File: config.mk
export PLATFORM = sky130hd
export DESIGN_NAME = clipper_reg_arb
export DESIGN_NICKNAME = d
export VERILOG_FILES = /design/src/rtl/clipper_reg_arb.sv
export SDC_FILE = /design/constraint.sdc
export NUM_CORES = 1
export LEC_CHECK = 0
export CAP_MARGIN = 25
export CELL_PAD_IN_SITES_DETAIL_PLACEMENT = 2
export CELL_PAD_IN_SITES_GLOBAL_PLACEMENT = 2
export CORE_UTILIZATION = 25
export DETAILED_ROUTE_END_ITERATION = 12
export GPL_TIMING_DRIVEN = 1
export PLACE_DENSITY_LB_ADDON = 0.1
export SYNTH_ARGS = -nofsm -noshare
export SYNTH_HDL_FRONTEND = slang
export SYNTH_SLANG_ARGS = --single-unit
File: constraint.sdc
create_clock -name clk -period 1.5 [get_ports clk]
set_input_delay 0.3 -clock clk [delete_from_list [all_inputs] [get_ports clk]]
set_output_delay 0.3 -clock clk [all_outputs]
set_load 0.01 [all_outputs]
File: src/rtl/clipper_reg_arb.sv
// clipper_reg_arb: arbitrates ACD_MM and THI requesters onto one register bus,
// with round-robin on ties, THI-mode MM rejection and an access timeout.
`default_nettype none

module clipper_reg_arb #(
   parameter int                ADDR_W   = 24,
   parameter int                DATA_W   = 32,
   parameter int                TIMEOUT  = 255,
   parameter logic [DATA_W-1:0] ERR_DATA = DATA_W'(32'hDEAD_BEEF)
) (
   input  logic              clk,
   input  logic              rst_n,
   input  logic              thi_ena,
   input  logic              mm_req,
   input  logic              mm_wr,
   input  logic [ADDR_W-1:0] mm_addr,
   input  logic [DATA_W-1:0] mm_wdata,
   output logic              mm_ack,
   output logic              mm_err,
   output logic [DATA_W-1:0] mm_rdata,
   input  logic              thi_req,
   input  logic              thi_wr,
   input  logic [ADDR_W-1:0] thi_addr,
   input  logic [DATA_W-1:0] thi_wdata,
   output logic              thi_ack,
   output logic              thi_err,
   output logic [DATA_W-1:0] thi_rdata,
   output logic              reg_cs,
   output logic              reg_wr,
   output logic [ADDR_W-1:0] reg_addr,
   output logic [DATA_W-1:0] reg_wdata,
   input  logic [DATA_W-1:0] reg_rdata,
   input  logic              reg_ack,
   output logic              busy
);

   typedef enum logic [1:0] {
      S_IDLE   = 2'd0,
      S_ACCESS = 2'd1,
      S_RESP   = 2'd2
   } state_t;

   state_t              r_state;
   state_t              w_state_nxt;
   logic [15:0]         r_cnt;
   logic                r_last_thi;
   logic                r_sel_thi;
   logic [DATA_W-1:0]   r_cap_data;
   logic                r_cap_err;
   logic                r_reg_cs;
   logic                r_reg_wr;
   logic [ADDR_W-1:0]   r_reg_addr;
   logic [DATA_W-1:0]   r_reg_wdata;
   logic                r_mm_ack;
   logic                r_mm_err;
   logic [DATA_W-1:0]   r_mm_rdata;
   logic                r_thi_ack;
   logic                r_thi_err;
   logic [DATA_W-1:0]   r_thi_rdata;

   logic w_thi_elig;
   logic w_mm_elig;
   logic w_mm_rej;
   logic w_grant;
   logic w_pick_thi;
   logic w_timeout;

   // A requester still holds req during its ack cycle, so mask it there.
   assign w_thi_elig = thi_req & ~r_thi_ack;
   assign w_mm_elig  = mm_req & ~thi_ena & ~r_mm_ack;
   assign w_mm_rej   = (r_state == S_IDLE) & mm_req & thi_ena & ~r_mm_ack;
   assign w_grant    = w_thi_elig | w_mm_elig;
   assign w_pick_thi = w_thi_elig & (~w_mm_elig | ~r_last_thi);
   assign w_timeout  = (r_cnt == 16'(TIMEOUT - 1));

   always_ff @(posedge clk or negedge rst_n) begin
      if (!rst_n) r_state <= S_IDLE;
      else        r_state <= w_state_nxt;
   end

   always_comb begin
      w_state_nxt = r_state;
      case (r_state)
         S_IDLE:   if (w_grant) w_state_nxt = S_ACCESS;
         S_ACCESS: if (reg_ack || w_timeout) w_state_nxt = S_RESP;
         S_RESP:   w_state_nxt = S_IDLE;
         default:  w_state_nxt = S_IDLE;
      endcase
   end

   always_ff @(posedge clk or negedge rst_n) begin
      if (!rst_n) begin
         r_cnt       <= '0;
         r_last_thi  <= 1'b1;
         r_sel_thi   <= 1'b0;
         r_cap_data  <= '0;
         r_cap_err   <= 1'b0;
         r_reg_cs    <= 1'b0;
         r_reg_wr    <= 1'b0;
         r_reg_addr  <= '0;
         r_reg_wdata <= '0;
         r_mm_ack    <= 1'b0;
         r_mm_err    <= 1'b0;
         r_mm_rdata  <= '0;
         r_thi_ack   <= 1'b0;
         r_thi_err   <= 1'b0;
         r_thi_rdata <= '0;
      end else begin
         r_mm_ack  <= 1'b0;
         r_mm_err  <= 1'b0;
         r_thi_ack <= 1'b0;
         r_thi_err <= 1'b0;
         case (r_state)
            S_IDLE: begin
               if (w_grant) begin
                  r_sel_thi   <= w_pick_thi;
                  r_last_thi  <= w_pick_thi;
                  r_reg_cs    <= 1'b1;
                  r_reg_wr    <= w_pick_thi ? thi_wr    : mm_wr;
                  r_reg_addr  <= w_pick_thi ? thi_addr  : mm_addr;
                  r_reg_wdata <= w_pick_thi ? thi_wdata : mm_wdata;
                  r_cnt       <= '0;
               end
               if (w_mm_rej) begin
                  r_mm_ack   <= 1'b1;
                  r_mm_err   <= 1'b1;
                  r_mm_rdata <= ERR_DATA;
               end
            end
            S_ACCESS: begin
               r_cnt <= r_cnt + 16'd1;
               // A late ack on the timeout cycle still completes normally.
               if (reg_ack) begin
                  r_cap_data <= reg_rdata;
                  r_cap_err  <= 1'b0;
                  r_reg_cs   <= 1'b0;
               end else if (w_timeout) begin
                  r_cap_data <= ERR_DATA;
                  r_cap_err  <= 1'b1;
                  r_reg_cs   <= 1'b0;
               end
            end
            S_RESP: begin
               if (r_sel_thi) begin
                  r_thi_ack   <= 1'b1;
                  r_thi_err   <= r_cap_err;
                  r_thi_rdata <= r_cap_data;
               end else begin
                  r_mm_ack    <= 1'b1;
                  r_mm_err    <= r_cap_err;
                  r_mm_rdata  <= r_cap_data;
               end
            end
            default: ;
         endcase
      end
   end

   assign reg_cs    = r_reg_cs;
   assign reg_wr    = r_reg_wr;
   assign reg_addr  = r_reg_addr;
   assign reg_wdata = r_reg_wdata;
   assign mm_ack    = r_mm_ack;
   assign mm_err    = r_mm_err;
   assign mm_rdata  = r_mm_rdata;
   assign thi_ack   = r_thi_ack;
   assign thi_err   = r_thi_err;
   assign thi_rdata = r_thi_rdata;
   assign busy      = (r_state != S_IDLE);

endmodule

`default_nettype wire

==> results of run 1 <==
## sequential cells by signal, summed over array words and instances (netlist names), 2 cells and up
register and cells:
r_cap_data 32, reg_wdata 32, r_cnt 16, thi_rdata 32
r_state 2, reg_addr 24, mm_rdata 32
## routing by layer
layer	routed length [um]	part of all wire, %	vias up
li1	-	-	3056
met1	12600	39	3407
met5	0	0	-
met4	796	2.4	0
met2	17400	53	208
met3	1860	5.7	40
## power by group
part / switching (mW) / internal (mW) / total [mW]
combinational: 5.66 / 6.18 / 11.8
clock: 2.00 / 2.32 / 4.33
sequential: 1.40 / 6.79 / 8.19
total: 9.06 / 15.3 / 24.3
## cell usage in the layout, fill, tap and decap left out, drive strengths merged, types with 2 or more instances in the layout
cell type	Yosys	final
dlygate4sd2	0	121
a22o	8	8
ha	2	2
nand3	18	18
and2	3	3
o211ai	2	2
clkdlybuf4s50	0	149
nor2	55	55
inv	13	16
o22a	24	24
dfrtp	178	178
and3	5	5
o21a	2	2
mux2	34	34
clkinv	0	7
clkinvlp	0	3
clkdlybuf4s15	0	3
clkbuf	12	22
and4	4	4
o21ai	79	79
buf	31	119
nand4	6	6
nand2b	3	3
o31ai	4	4
nand2	69	69
a21oi	28	28
mux2i	59	59
## worst min-delay path by stage
stage               start                        to  slack (ps)  depth (start not counted)
CTS                 rst_n  reg_addr[22]$_DFFE_PN0P_         330                          2
finish              rst_n  reg_addr[22]$_DFFE_PN0P_         340                          2
global route        rst_n  reg_addr[22]$_DFFE_PN0P_         350                          2
floorplan           rst_n          mm_ack$_DFF_PN0_           4                          0
detailed placement  rst_n  reg_addr[22]$_DFFE_PN0P_         230                          1
global placement    rst_n   reg_addr[2]$_DFFE_PN0P_         230                          1
## cells by family after synthesis
logic type	Yosys count
AND/OR/NAND/NOR	172
AO/OA/AOI/OAI	150
buffers and inverters	56
XOR/XNOR	2
adder cells (fa/ha/maj)	2
multiplexers	93
flip-flops	179
## timing repair
item | 4_1_cts | 5_1_grt
hold buffers | 1 | 0
setup endpoints to repair | 258 | 179
pin swaps | 24 | 17
hold endpoints to repair | 26 | 0
buffers inserted | 26 | 14
resized for setup | 318 | 126
cloned | 23 | 3
## worst register-to-register path: cells and delay by family, from the launching register on
family	cells	cell delay (ps)
AO/OA/AOI/OAI	2	480
flip-flops	1	380
AND/OR/NAND/NOR	2	370
buffers and inverters	2	200
adder cells (fa/ha/maj)	1	190
## stage by stage
| stage | setup TNS, ps | area (sq um) | power (mW) | setup WS (ps) | hold WS (ps) |
|---|---|---|---|---|---|
| finish | -22020 | 13400 | 24.3 | -244 | 338 |
| CTS | -24360 | 13100 | 24.1 | -314 | 332 |
| detailed placement | -52930 | 11300 | 17.7 | -544 | 231 |
| global placement | -42980 | 11300 | 17.2 | -429 | 229 |
| floorplan | -224 | 7580 | 11.9 | -41.3 | 4.41 |
| global route | -32530 | 13400 | 25.8 | -328 | 349 |
## area by class of cell
class                           instances  area, sq um  area share [%]
Antenna cell                            1         2.50          0.0186
Clock buffer                           18          439            3.27
Inverter                               13         75.1           0.559
Sequential cell                       179         4480            33.4
Tap cell                              390          488            3.63
Clock inverter                         12          108           0.801
Timing Repair Buffer                  397         4370            32.5
Timing Repair inverter                  2         32.5           0.242
Multi-Input combinational cell        419         3440            25.6
==> reports/qor.yml, run 1 <==
run_status:
  status: "finished with violations"
  violations: "negative setup slack"
timing:
  worstMarginPinSlew_ps: 368
  setup_violations: 138
  slew_viol_final: 0
  fmax_ghz: 0.574
  layout_setup_ws_ps: -244
  finalCritPeriodShare_pct: 116
  hold_viol_final: 0
  skew_ps: 11.2
  fin_crit_ps: 1740
  rsz0062_at_grt: "true"
  max_slew_margin_pct: 75.3
worst_setup_path:
  crit_path_top_delay_cell: "dfrtp_1"
  crit_family: "compound AO/OA/AOI/OAI gates"
  r2r_setup_slack_ps: -240
  startpoint: "r_cnt[0]$_DFFE_PN0P_"
  crit_chain: "inv_1 > ha_2 > nor4b_4 > a41o_4 > nand2_8 > buf_12 > a22o_1"
  path_depth: 7
  worstPathRequired_ps: 1810
  crit_arrival_ps: 2060
  r2r_start: "r_cnt[0]$_DFFE_PN0P_"
  cp-end-kind: "register"
  critPathKind: "reg2reg"
  crit_end: "r_cap_data[20]$_DFFE_PN0P_"
  worst_setup_path_start_kind: "register"
  path_max_fanout: 5
  rr_worst_depth: 7
  cp_num_buf_inv: 2
  rr_endpoint: "r_cap_data[20]$_DFFE_PN0P_"
  slowest_delay_ps: 380
floorplanning:
  io_pins: 279
  rows: 63
  initial_core_util_pct: 25.4
  die_area_sq_um: 30900
  die_w_um: 176
  core_area_sq_um: 29700
  die_h_um: 176
global_routing:
  grt_antenna_before_repair: 1
  grt_max_degree: 49
  busiest_layer: "met2"
  use_met2_pct: 38.8
  grt_pass1_wl_um: 48900
  grtUsageMet3_pct: 5.65
  grt_use_total_pct: 21.1
  grt_pass1_vias: 7854
  gr-total-overflow: 0
  grt_use_met1_pct: 23.3
routing:
  postRouteAntennaNets: 0
  dr.pass1.iters: 4
  vias_per_cell: 4.69
  initialDrtViolationCount: 223
  drc_errors: 0
  vias: 6711
  wl_per_cell_um: 22.8
  wirelength_um: 32600
finish:
  syn2layout_area_growth_pct: 77.7
  fin_nets: 1183
  drive_above_1_share_pct: 31.3
  fin_cells: 1431
  fin_util_pct: 45.2
  fill_cells: 2977
clock_tree:
  cts_tree: "done"
  cts_max_path_buffers: 2
  htree_levels: 4
  cts_made_buffers: 17
  cts-root-buf: "clkbuf_16"
  clock_latency_ps: 440
  cts.sinks: 179
  cts.clk_slew.worst_paths_ps: 70
yosys:
  yosysUniqueCellTypes: 47
  synth_most_common_cell: "dfrtp_1"
  ys_seq_elements: 179
  synthXorXnorAreaFrac_pct: 0.232
  synth_top_family_by_area: "multiplexers"
  yosysWarningCount: 0
  avgSynthCellArea_sq_um: 11.6
  ys_seq_area_share_pct: 59.3
  synth.area.top_cells: "dfrtp_1 (59%), mux2i_1 (7.8%), mux2_2 (5.1%), o21ai_0 (4.8%), nand2_1 (3.3%)"
  synthArstFlopShare_pct: 100
  syn-num-nets: 808
  synth_mux_area_share_pct: 12.9
  synth_top_area_share_pct: 58.9
  yosys.area.top_type: "dfrtp_1"
  synth-compound-area-share_pct: 12.1
  synth_area_sq_um: 7560
  synthAdderAreaFrac_pct: 0.331
  yosys.area_share.simple_pct: 10.8
  synth_ff_type: "dfrtp_1"
  syn_inst: 654
  synth_edf_count: 0
  synth_common_cells: "dfrtp_1 (178), o21ai_0 (73), nand2_1 (66), mux2i_1 (59), nor2_1 (54)"
placed_design:
  hpwl_um: 20400
  port_buffers: 278
  globalplace.congestion: 0.831
  dpl.cell_count: 1346
hold_path:
  worstHoldPathType: "in2async"
power:
  power_leakage_nw: 5.80
  powerDensity_nw_per_um2: 1810
  vdd_drop_max_uv: 757
flow_run:
  cap_violations: 0
(Power assumes the default switching activity.)
==> run 2, diff against run 1 <==
--- a/config.mk
+++ b/config.mk
@@ -5,7 +5,7 @@
 export SDC_FILE = /design/constraint.sdc
 export NUM_CORES = 1
 export LEC_CHECK = 0
-export CAP_MARGIN = 25
+export CAP_MARGIN = 10
 export CELL_PAD_IN_SITES_DETAIL_PLACEMENT = 2
 export CELL_PAD_IN_SITES_GLOBAL_PLACEMENT = 2
 export CORE_UTILIZATION = 25
==> results of run 2 <==
Final layout, timing and power as in run 1 (identical DEF).
